--- src/rtl/div_issue_ctrl_pkg.sv ---
// Shared constants, types and operand/result helpers for the divide issue controller.
package div_issue_ctrl_pkg;

   localparam int XLEN = 64;

   // Field positions within funct3[1:0] of the RV M divide ops
   localparam int UNSIGNED_BIT = 0;
   localparam int REM_BIT      = 1;

   localparam logic [1:0] ST_IDLE  = 2'd0;
   localparam logic [1:0] ST_ISSUE = 2'd1;
   localparam logic [1:0] ST_WAIT  = 2'd2;
   localparam logic [1:0] ST_DONE  = 2'd3;

   typedef logic [XLEN-1:0] xlen_t;

   typedef struct packed {
      logic div_by_zero;
      logic overflow;
   } special_t;

   // W ops divide the low word, extended according to signedness
   function automatic xlen_t prep_operand(input xlen_t value, input logic is_w,
                                          input logic is_signed);
      if (!is_w) return value;
      return is_signed ? {{(XLEN-32){value[31]}}, value[31:0]}
                       : {{(XLEN-32){1'b0}}, value[31:0]};
   endfunction

   // W results are always sign-extended, even for the unsigned variants
   function automatic xlen_t format_result(input xlen_t value, input logic is_w);
      return is_w ? {{(XLEN-32){value[31]}}, value[31:0]} : value;
   endfunction

endpackage

--- src/rtl/div_issue_ctrl_if.sv ---
// Upstream, writeback and Divider-side signals of the divide issue controller.
interface div_issue_ctrl_if;
   import div_issue_ctrl_pkg::*;

   logic       in_valid;
   logic       in_ready;
   logic [1:0] in_op;
   logic       in_is_w;
   xlen_t      in_rs1;
   xlen_t      in_rs2;
   logic       flush;
   logic       out_valid;
   logic       out_ready;
   xlen_t      out_data;
   xlen_t      div_dividend;
   xlen_t      div_divisor;
   logic       div_valid;
   logic       div_divw;
   logic       div_signed;
   logic       div_flush;
   logic       div_in_ready;
   logic       div_done;
   xlen_t      div_quotient;
   xlen_t      div_remainder;

   modport slave (
      input  in_valid, in_op, in_is_w, in_rs1, in_rs2, flush, out_ready,
             div_in_ready, div_done, div_quotient, div_remainder,
      output in_ready, out_valid, out_data, div_dividend, div_divisor,
             div_valid, div_divw, div_signed, div_flush
   );

   modport master (
      output in_valid, in_op, in_is_w, in_rs1, in_rs2, flush, out_ready,
             div_in_ready, div_done, div_quotient, div_remainder,
      input  in_ready, out_valid, out_data, div_dividend, div_divisor,
             div_valid, div_divw, div_signed, div_flush
   );

endinterface

--- src/rtl/div_special_case.sv ---
// Combinational detector for divide-by-zero and signed overflow, producing the
// architectural result directly so the iterative unit can be bypassed.
module div_special_case
   import div_issue_ctrl_pkg::*;
(
   input  xlen_t    dividend,
   input  xlen_t    divisor,
   input  logic     is_w,
   input  logic     is_signed,
   input  logic     want_rem,
   output special_t kind,
   output xlen_t    result
);

   localparam xlen_t MOST_NEG = {1'b1, {(XLEN-1){1'b0}}};

   logic zero_div;
   logic min_dividend;
   logic neg_one_div;

   always_comb begin
      zero_div     = is_w ? (divisor[31:0] == '0) : (divisor == '0);
      min_dividend = is_w ? (dividend[31:0] == 32'h8000_0000) : (dividend == MOST_NEG);
      neg_one_div  = is_w ? (divisor[31:0] == '1) : (divisor == '1);

      kind.div_by_zero = zero_div;
      kind.overflow    = is_signed && min_dividend && neg_one_div;

      if (kind.div_by_zero) begin
         result = want_rem ? dividend : '1;
      end else if (kind.overflow) begin
         result = want_rem ? '0 : dividend;
      end else begin
         result = '0;
      end
   end

endmodule

--- src/rtl/div_issue_ctrl.sv ---
// EX-stage front end of the iterative Divider: operand prep, special-case bypass,
// Divider handshake and result formatting for the RV64M divide ops.
module div_issue_ctrl
   import div_issue_ctrl_pkg::*;
(
   input logic             clock,
   input logic             reset,
   div_issue_ctrl_if.slave bus
);

   logic [1:0] state_q, state_d;
   logic       rem_q, rem_d;
   logic       signed_q, signed_d;
   logic       is_w_q, is_w_d;
   xlen_t      dividend_q, dividend_d;
   xlen_t      divisor_q, divisor_d;
   xlen_t      result_q, result_d;
   logic       in_ready_q, in_ready_d;
   logic       out_valid_q, out_valid_d;
   logic       div_valid_q, div_valid_d;
   logic       div_flush_q, div_flush_d;

   logic       in_signed;
   xlen_t      in_dividend;
   xlen_t      in_divisor;
   special_t   sc_kind;
   xlen_t      sc_result;
   logic       accept;

   assign in_signed   = ~bus.in_op[UNSIGNED_BIT];
   assign in_dividend = prep_operand(bus.in_rs1, bus.in_is_w, in_signed);
   assign in_divisor  = prep_operand(bus.in_rs2, bus.in_is_w, in_signed);
   assign accept      = bus.in_valid && in_ready_q && !bus.flush;

   div_special_case u_special (
      .dividend  (in_dividend),
      .divisor   (in_divisor),
      .is_w      (bus.in_is_w),
      .is_signed (in_signed),
      .want_rem  (bus.in_op[REM_BIT]),
      .kind      (sc_kind),
      .result    (sc_result)
   );

   always_comb begin
      // NOTE: every _d takes its _q value first, so no path through the case leaves a latch.
      state_d     = state_q;
      rem_d       = rem_q;
      signed_d    = signed_q;
      is_w_d      = is_w_q;
      dividend_d  = dividend_q;
      divisor_d   = divisor_q;
      result_d    = result_q;
      div_flush_d = 1'b0;

      if (bus.flush) begin
         state_d     = ST_IDLE;
         div_flush_d = (state_q == ST_ISSUE) || (state_q == ST_WAIT);
      end else begin
         case (state_q)
            ST_IDLE: begin
               if (accept) begin
                  rem_d      = bus.in_op[REM_BIT];
                  signed_d   = in_signed;
                  is_w_d     = bus.in_is_w;
                  dividend_d = in_dividend;
                  divisor_d  = in_divisor;
                  if (|sc_kind) begin
                     result_d = format_result(sc_result, bus.in_is_w);
                     state_d  = ST_DONE;
                  end else begin
                     state_d  = ST_ISSUE;
                  end
               end
            end
            ST_ISSUE: if (bus.div_in_ready) state_d = ST_WAIT;
            ST_WAIT: begin
               if (bus.div_done) begin
                  result_d = format_result(rem_q ? bus.div_remainder : bus.div_quotient, is_w_q);
                  state_d  = ST_DONE;
               end
            end
            ST_DONE: if (bus.out_ready) state_d = ST_IDLE;
            default: state_d = ST_IDLE;
         endcase
      end

      // Status outputs are registered from the next state so they read 0 under reset
      in_ready_d  = (state_d == ST_IDLE);
      out_valid_d = (state_d == ST_DONE);
      div_valid_d = (state_d == ST_ISSUE);
   end

   always_ff @(posedge clock or posedge reset) begin
      if (reset) begin
         state_q     <= ST_IDLE;
         rem_q       <= 1'b0;
         signed_q    <= 1'b0;
         is_w_q      <= 1'b0;
         dividend_q  <= '0;
         divisor_q   <= '0;
         result_q    <= '0;
         in_ready_q  <= 1'b0;
         out_valid_q <= 1'b0;
         div_valid_q <= 1'b0;
         div_flush_q <= 1'b0;
      end else begin
         // NOTE: non-blocking so every flop samples the pre-edge value of every other flop.
         state_q     <= state_d;
         rem_q       <= rem_d;
         signed_q    <= signed_d;
         is_w_q      <= is_w_d;
         dividend_q  <= dividend_d;
         divisor_q   <= divisor_d;
         result_q    <= result_d;
         in_ready_q  <= in_ready_d;
         out_valid_q <= out_valid_d;
         div_valid_q <= div_valid_d;
         div_flush_q <= div_flush_d;
      end
   end

   assign bus.in_ready     = in_ready_q;
   assign bus.out_valid    = out_valid_q;
   assign bus.out_data     = result_q;
   assign bus.div_dividend = dividend_q;
   assign bus.div_divisor  = divisor_q;
   assign bus.div_valid    = div_valid_q;
   assign bus.div_divw     = is_w_q;
   assign bus.div_signed   = signed_q;
   assign bus.div_flush    = div_flush_q;

endmodule

--- src/flat_wrapper.sv ---
// flat-port wrapper written by rule: the top's interface ports become plain ports
module div_issue_ctrl_flat import div_issue_ctrl_pkg::*;
  (clock, reset, bus_in_valid, bus_in_op, bus_in_is_w, bus_in_rs1, bus_in_rs2, bus_flush, bus_out_ready, bus_div_in_ready, bus_div_done, bus_div_quotient, bus_div_remainder, bus_in_ready, bus_out_valid, bus_out_data, bus_div_dividend, bus_div_divisor, bus_div_valid, bus_div_divw, bus_div_signed, bus_div_flush);
  div_issue_ctrl_if bus_i ();
  input logic clock;
  input logic reset;
  input wire logic [$bits(bus_i.in_valid)-1:0] bus_in_valid;
  input wire logic [$bits(bus_i.in_op)-1:0] bus_in_op;
  input wire logic [$bits(bus_i.in_is_w)-1:0] bus_in_is_w;
  input wire logic [$bits(bus_i.in_rs1)-1:0] bus_in_rs1;
  input wire logic [$bits(bus_i.in_rs2)-1:0] bus_in_rs2;
  input wire logic [$bits(bus_i.flush)-1:0] bus_flush;
  input wire logic [$bits(bus_i.out_ready)-1:0] bus_out_ready;
  input wire logic [$bits(bus_i.div_in_ready)-1:0] bus_div_in_ready;
  input wire logic [$bits(bus_i.div_done)-1:0] bus_div_done;
  input wire logic [$bits(bus_i.div_quotient)-1:0] bus_div_quotient;
  input wire logic [$bits(bus_i.div_remainder)-1:0] bus_div_remainder;
  output wire logic [$bits(bus_i.in_ready)-1:0] bus_in_ready;
  output wire logic [$bits(bus_i.out_valid)-1:0] bus_out_valid;
  output wire logic [$bits(bus_i.out_data)-1:0] bus_out_data;
  output wire logic [$bits(bus_i.div_dividend)-1:0] bus_div_dividend;
  output wire logic [$bits(bus_i.div_divisor)-1:0] bus_div_divisor;
  output wire logic [$bits(bus_i.div_valid)-1:0] bus_div_valid;
  output wire logic [$bits(bus_i.div_divw)-1:0] bus_div_divw;
  output wire logic [$bits(bus_i.div_signed)-1:0] bus_div_signed;
  output wire logic [$bits(bus_i.div_flush)-1:0] bus_div_flush;
  assign bus_i.in_valid = bus_in_valid;
  assign bus_i.in_op = bus_in_op;
  assign bus_i.in_is_w = bus_in_is_w;
  assign bus_i.in_rs1 = bus_in_rs1;
  assign bus_i.in_rs2 = bus_in_rs2;
  assign bus_i.flush = bus_flush;
  assign bus_i.out_ready = bus_out_ready;
  assign bus_i.div_in_ready = bus_div_in_ready;
  assign bus_i.div_done = bus_div_done;
  assign bus_i.div_quotient = bus_div_quotient;
  assign bus_i.div_remainder = bus_div_remainder;
  assign bus_in_ready = bus_i.in_ready;
  assign bus_out_valid = bus_i.out_valid;
  assign bus_out_data = bus_i.out_data;
  assign bus_div_dividend = bus_i.div_dividend;
  assign bus_div_divisor = bus_i.div_divisor;
  assign bus_div_valid = bus_i.div_valid;
  assign bus_div_divw = bus_i.div_divw;
  assign bus_div_signed = bus_i.div_signed;
  assign bus_div_flush = bus_i.div_flush;
  div_issue_ctrl u_core (.clock(clock), .reset(reset), .bus(bus_i));
endmodule
--- config.mk ---
export PLATFORM = sky130hd
export DESIGN_NAME = div_issue_ctrl_flat
export DESIGN_NICKNAME = d
export VERILOG_FILES = /design/src/rtl/div_issue_ctrl_pkg.sv /design/src/rtl/div_issue_ctrl_if.sv /design/src/rtl/div_special_case.sv /design/src/rtl/div_issue_ctrl.sv /design/src/flat_wrapper.sv
export SDC_FILE = /design/constraint.sdc
export NUM_CORES = 1
export LEC_CHECK = 0
export BUFFER_PORTS_ARGS = -buffer_cell sky130_fd_sc_hd__buf_2
export CORE_AREA = 5 5 176 178
export CTS_BUF_LIST = sky130_fd_sc_hd__clkbuf_4
export DETAILED_ROUTE_END_ITERATION = 7
export DIE_AREA = 0 0 181 183
export PLACE_DENSITY = 0.65
export SETUP_SLACK_MARGIN = 0.5
export SLEW_MARGIN = 5
export SYNTH_ARGS = -nofsm -noshare
export SYNTH_HDL_FRONTEND = slang
export SYNTH_SLANG_ARGS = --single-unit
export TNS_END_PERCENT = 20
--- constraint.sdc ---
create_clock -name clock -period 5.4 [get_ports clock]
set_input_delay 0.27 -clock clock [delete_from_list [all_inputs] [get_ports clock]]
set_output_delay 0.27 -clock clock [all_outputs]
set_load 0.005 [all_outputs]
==> out/results.txt, run 1 <==
Top cell type's share of synthesized area = 0.493
Critical path class = input pin to flip-flop
Synth cell count leaders = 201 x dfrtp_1, 101 x o21ai_0, 96 x mux2_2
Status = finished clean
Initial antenna violation count = 2
Slowest CP cell = nand2b_4
RSZ-0062 raised after global routing = no
Nets = 1802
Main combinational cell family by area after synthesis = compound AO/OA/AOI/OAI gates
First-pass GRT wire length = 63.9 mm
Detail Route Antenna Nets = 0
Flops & latches, synth = 201
DIE WIDTH = 181 um
Asr flop ratio synth = 1.00
Multiplexer area fraction after synthesis = 0.169
Resized cells post-CTS = 0
# IOs = 464
Reg2reg setup slack = 2.08 ns
Syn_area_per_cell = 10.9 sq um
Site Rows = 63
Area leader, netlist = dfrtp_1
Rel. slew slack = 0.296
Count of pins over their slew limit = 0
Leak pwr = 0.00736 uW
Worst setup margin = 1.89 ns
Peak Freq = 285 MHz
Die height = 183 um
Non-Filler Cell Area, Final = 15000 sq um
Final Skew = 0.0227 ns
Max-cap viol count = 0
Pwr/cell area = 483 nW/um^2
Cell chain of the critical path = dlygate4sd3_1, buf_2, nor4_1, a41oi_1, or4_4, nor3_1, a21oi_1, nand2b_4, a32o_1
Die area = 33100 sq um
Buf/Inv on CP = 2
CP startpoint kind = input pin
Deepest clock path buffer count = 3
Hold Vio Cnt, Final = 0
Hold Path End = u_core.bus.out_data[47]
Worst-Skew Late Latency = 0.66 ns
Seq/Total Area, Yosys = 0.493
Final core occ = 0.512
Starting Density = 0.349
RR Startpoint = u_core.state_q[0]
R2R depth = 7
Drt first-iter violations = 557
Fin crit share = 0.650
CTS sink cnt = 201
Via count = 10.3k
Post-synth EDFFs = 0
Worst Hold Class = input pin to flip-flop
Worst vdd ir = 0.000286 V
Post-DP HPWL = 29.5 mm
XOR/XNOR Fraction of Synth Area = 0
H-tree levels = 2
Worst-margin pin slew = 1.06 ns
Root Driver = clkbuf_4
Number of global-route vias before repair = 11.1k
Mapped Area = 10200 sq um
Crit-path max FO = 64
Largest net degree at the start of global routing = 110
Post-place setup slack = 1.83 ns
Worst min-delay path startpoint = bus_div_quotient[47]
Worst path required time = 5.93 ns
Drt drc = 0
Detailed Route WL = 41.8 mm
Share of cells above drive strength 1 = 0.450
Detailed Routing Iterations Pass 1 = 5
Top-count cell post-synth = dfrtp_1
Cells on Worst Hold Path = 4
Final Power = 7240 uW
Top post-synthesis cells by area = dfrtp_1 49%, mux2_2 11%, mux2i_1 6.3%
PortBufs = 463
Cell variety after synth = 49
Setup TNS = 0 ns
Synth Instances = 935
Synth Warn # = 0
Vias per inst = 5.24
Syn-to-layout area delta = 46.7%
Synth Area in Simple Gates = 0.109
CP peak stage delay = 0.66 ns
Final Critical Period = 3.51 ns
Arrival time worst endpoint = 4.04 ns
Crit path capture type = flip-flop
FF-to-FF End = u_core.bus.out_data[20]
DP Area = 12900 sq um
Cell family contributing the most delay on the critical path = simple AND/OR/NAND/NOR gates
CTS buffer count = 56
Primary FF master, synth = dfrtp_1
Final setup fails = 0
Syn nets = 1206
Compound-Gate Fraction of Synth Area = 0.177
Total gr overflow = 0
Clock Pin Slew Worst Setup and Hold Paths = 0.06 ns
GPL Wtd Cong = 0.967
Adder-Cell Fraction of Synth Area = 0.00613
DR WL/cell = 21.3 um
Core area = 29200 sq um
Total track usage = 0.242
CTS tree = done
[worst max-delay path by stage]
stage | from | endpoint | slack [ns] | depth (start not counted)
3_3_place_gp | bus_in_rs1[16] | u_core.bus.out_data[56] | 1.87 | 8
6_report | bus_in_rs1[16] | u_core.bus.out_data[51] | 1.89 | 9
2_1_floorplan | reset | u_core.bus.div_dividend[0] | 2.53 | 1
4_1_cts | bus_in_rs1[16] | u_core.bus.out_data[51] | 1.98 | 9
5_1_grt | bus_in_rs1[16] | u_core.bus.out_data[43] | 1.76 | 9
3_5_place_dp | bus_in_rs1[16] | u_core.bus.out_data[60] | 1.83 | 8
[registers in the layout, indices dropped and copies added, names as in the netlist]
name,flops
u_core.bus.div_valid,1
u_core.state_q,2
u_core.bus.out_data,64
u_core.bus.div_divw,1
u_core.bus.div_dividend,64
u_core.bus.out_valid,1
u_core.bus.div_divisor,64
u_core.bus.div_flush,1
u_core.bus.in_ready,1
u_core.bus.div_signed,1
u_core.rem_q,1
[per-stage QoR]
stage	hold slack [ns]	std cells
finish	0.0811	1963
global route	0.0259	1963
detailed placement	0.368	1729
CTS	0.00743	1961
floorplan	0.363	935
global placement	0.372	1729
[layer usage]
layer,vias to the layer above,wire length (um),track usage
met4,0,1700,0.0964
met5,-,0,0
met2,564,21000,0.433
met3,117,3750,0.0720
li1,4700,-,-
met1,4902,15400,0.272
[cell type report]
cell class	instances	area, sq um
tap	390	488
inverter	42	161
timing repair buffer	611	3780
clock buffer	82	616
antenna	2	5.00
multi-input combinational	619	4750
fill	2635	14300
clock inverter	16	141
sequential	201	5030
[kinds of logic (layout without fill, tap and decap cells)]
kind of cell / Yosys count / after routing
AOI/OAI and AO/OA: 254 / 254
DFF: 201 / 201
and+or+nand+nor: 200 / 200
muxes: 160 / 160
buffers and inverters: 115 / 751
adders and majority gates: 5 / 5
other: 0 / 2
[what timing repair did]
item                                    4_1_cts  5_1_grt
hold buffers                                134        0
setup buffers                                 0        0
endpoints found under the setup margin        0        0
endpoints found under the hold margin       216        0
[where the power goes]
group          switching (uW)  internal [uW]  total (uW)
clock                     658            833        1490
combinational            1640           1430        3080
sequential                446           2220        2670
[cell usage in the layout (no fill, tap or decap), types with 3 or more instances in the layout]
cell type / Yosys / layout
nand2b_1: 34 / 33
o221ai_2: 30 / 30
nand4_1: 15 / 15
ha_1: 5 / 5
bufinv_16: 0 / 3
nor4_1: 28 / 28
nor2_1: 5 / 5
clkbuf_4: 0 / 82
clkinv_1: 0 / 11
a21oi_1: 72 / 70
o21ai_0: 101 / 101
nand4b_1: 5 / 5
nand2_1: 75 / 74
nand3_1: 3 / 3
nor3_1: 6 / 6
buf_2: 16 / 463
buf_4: 0 / 13
or4_1: 7 / 7
mux2_2: 96 / 96
inv_1: 42 / 39
dlygate4sd3_1: 0 / 134
a32o_1: 31 / 31
dfrtp_1: 201 / 200
mux2i_1: 64 / 64
and4_1: 6 / 6
[worst min-delay path: cells and delay by family]
kind / cells / cell delay [ns]
AO/OA/AOI/OAI: 2 / 0.30
buffers and inverters: 1 / 0.08
multiplexers: 1 / 0.05
Power figures use the tool's default switching activity.
==> run 2, diff against run 1 <==
- PLACE_DENSITY: 0.65 -> default
- clock period: 5.4 -> 3.6 ns (I/O delays scaled with it)
==> run 2 against run 1 <==
Critical endpoint is now u_core.bus.out_data[60]. First-iteration DRC count rose by 7.4%. Clock skew rose by 0.015 ns. Sequential power rose by 48%. Register-to-register slack got worse by 1.1 ns. Highest routed layer unchanged.
==> out/results.txt, run 2 (synthesis gave the netlist of run 1 again) <==
Crit-path max FO = 30 (-53%)
GPL Wtd Cong = 0.950 (-1.8%)
Drt first-iter violations = 598 (+7.4%)
Detailed Route WL = 44.9 mm (+7.5%)
Clock Pin Slew Worst Setup and Hold Paths = 0.06 ns (about the same)
Worst path required time = 4.14 ns (-1.79 ns)
Vias per inst = 5.19 (-0.91%)
Crit path capture type = flip-flop
Site Rows = 63 (unchanged)
Core area = 29200 sq um (unchanged)
RR Startpoint = u_core.state_q[0]
Deepest clock path buffer count = 3 (unchanged)
Leak pwr = 0.00790 uW (+7.4%)
Post-DP HPWL = 30.4 mm (+3.0%)
Via count = 10.9k (+5.6%)
Post-CTS Setup Inserts = 0 (unchanged)
Max-cap viol count = 0 (unchanged)
DR WL/cell = 21.5 um (+0.89%)
Initial antenna violation count = 1 (-1)
Die area = 33100 sq um (unchanged)
# IOs = 464 (unchanged)
DIE WIDTH = 181 um (unchanged)
Worst-margin pin slew = 1.05 ns (-0.00845 ns)
Pwr/cell area = 692 nW/um^2 (+43%)
Final Critical Period = 2.97 ns
Most common cell after layout, fill and taps aside = buf_2
Total gr overflow = 0 (unchanged)
Fin crit share = 0.826
CTS sink cnt = 201 (unchanged)
Status = finished clean
Hold Slack = 0.0490 ns (-0.0320 ns)
Worst min-delay path startpoint = bus_div_quotient[61]
Rel. slew slack = 0.300 (+0.00408)
Worst-Skew Late Latency = 0.69 ns (+0.03 ns)
CTS tree = done
Drt drc = 0 (unchanged)
Root Driver = clkbuf_4
Worst Hold Class = input pin to flip-flop
Hold Vio Cnt, Final = 0 (unchanged)
Final Skew = 0.0378 ns (+0.0151 ns)
Total track usage = 0.260 (+0.0176)
Most frequent cells in the layout = 463 x buf_2, 248 x dlygate4sd3_1, 200 x dfrtp_1
Final setup fails = 0 (unchanged)
CTS buffer count = 59 (+5.4%)
Arrival time worst endpoint = 3.52 ns (-0.52 ns)
First-pass GRT wire length = 68.5 mm (+7.3%)
Nets = 1928 (+7.0%)
H-tree levels = 2 (unchanged)
Setup TNS = 0 ns (unchanged)
Peak Freq = 336 MHz
Share of cells above drive strength 1 = 0.427 (-0.0227)
Largest net degree at the start of global routing = 89 (-19%)
Critical path class = input pin to flip-flop
CP Launch Point = bus_in_rs1[26]
Worst vdd ir = 0.000364 V (+27%)
Die height = 183 um (unchanged)
PortBufs = 463 (unchanged)
Syn-to-layout area delta = 59.1%
RSZ-0062 raised after global routing = no
CP startpoint kind = input pin
Count of pins over their slew limit = 0 (unchanged)
Number of global-route vias before repair = 11.8k (+6.6%)
Detailed Routing Iterations Pass 1 = 5 (unchanged)
Layout fillers = 2500 (-5.1%)
Starting Density = 0.349 (unchanged)
Detail Route Antenna Nets = 0 (unchanged)
[run 2: cell type report]
class,instances,area [sq um],area share
Inverter,42,161,0.00995
Antenna cell,2,5.00,0.000308
Clock buffer,91,683,0.0421
Timing Repair Buffer,734,5030,0.310
Clock inverter,12,46.3,0.00285
Tap cell,390,488,0.0301
Sequential cell,201,5030,0.310
Multi-Input combinational cell,619,4770,0.294
[run 2: path summary, 6_finish.rpt]
check	endpoint	slack, ns	depth (start not counted)
worst max-delay path	u_core.bus.out_data[60]	0.63	10
worst min-delay path	u_core.bus.out_data[61]	0.05	4
worst max register to register	u_core.bus.out_data[60]	0.99	9
worst min register to register	u_core.bus.div_dividend[32]	0.47	2
max in group asynchronous	u_core.bus.div_dividend[13]	2.49	4
min in group asynchronous	u_core.bus.div_divisor[36]	0.20	3
[run 2: metal layers]
layer	vias up	GRT usage	wire, um
li1	4944	-	-
met2	572	0.463	22400
met5	-	0	0
met1	5207	0.292	16800
met3	131	0.0682	3510
met4	0	0.121	2200
[run 2: stage by stage]
stage	setup WS [ns]	std cells	utilization	area (sq um)	total power, uW
final	0.626	2091	0.555	16200	11200
after floorplan	0.818	935	-	10200	6360
after global placement	0.437	1738	0.444	13000	8490
after detailed placement	0.375	1738	0.444	13000	8590
after CTS	0.538	2089	0.554	16200	11200
after global routing	0.539	2090	0.555	16200	12000
[run 2: worst max-delay path: stages]
cell	delay [ns]
dlygate4sd3_1	0.55
buf_2	0.16
nor4_2	0.44
a41oi_1	0.28
or4_4	0.63
nor3_1	0.21
a21oi_1	0.17
nand2b_4	0.35
buf_12	0.30
a32o_1	0.22
[run 2: timing repair]
item                                    CTS  global route
hold buffers                            248             0
hold endpoints to repair                231             0
resized for setup                         0             4
endpoints found under the setup margin    0            59
[run 2: where the power goes]
part,switching (uW),total [uW],internal [uW]
Combinational,2630,5080,2450
Clock,1050,2190,1140
Sequential,624,3960,3340
Total,4300,11200,6930
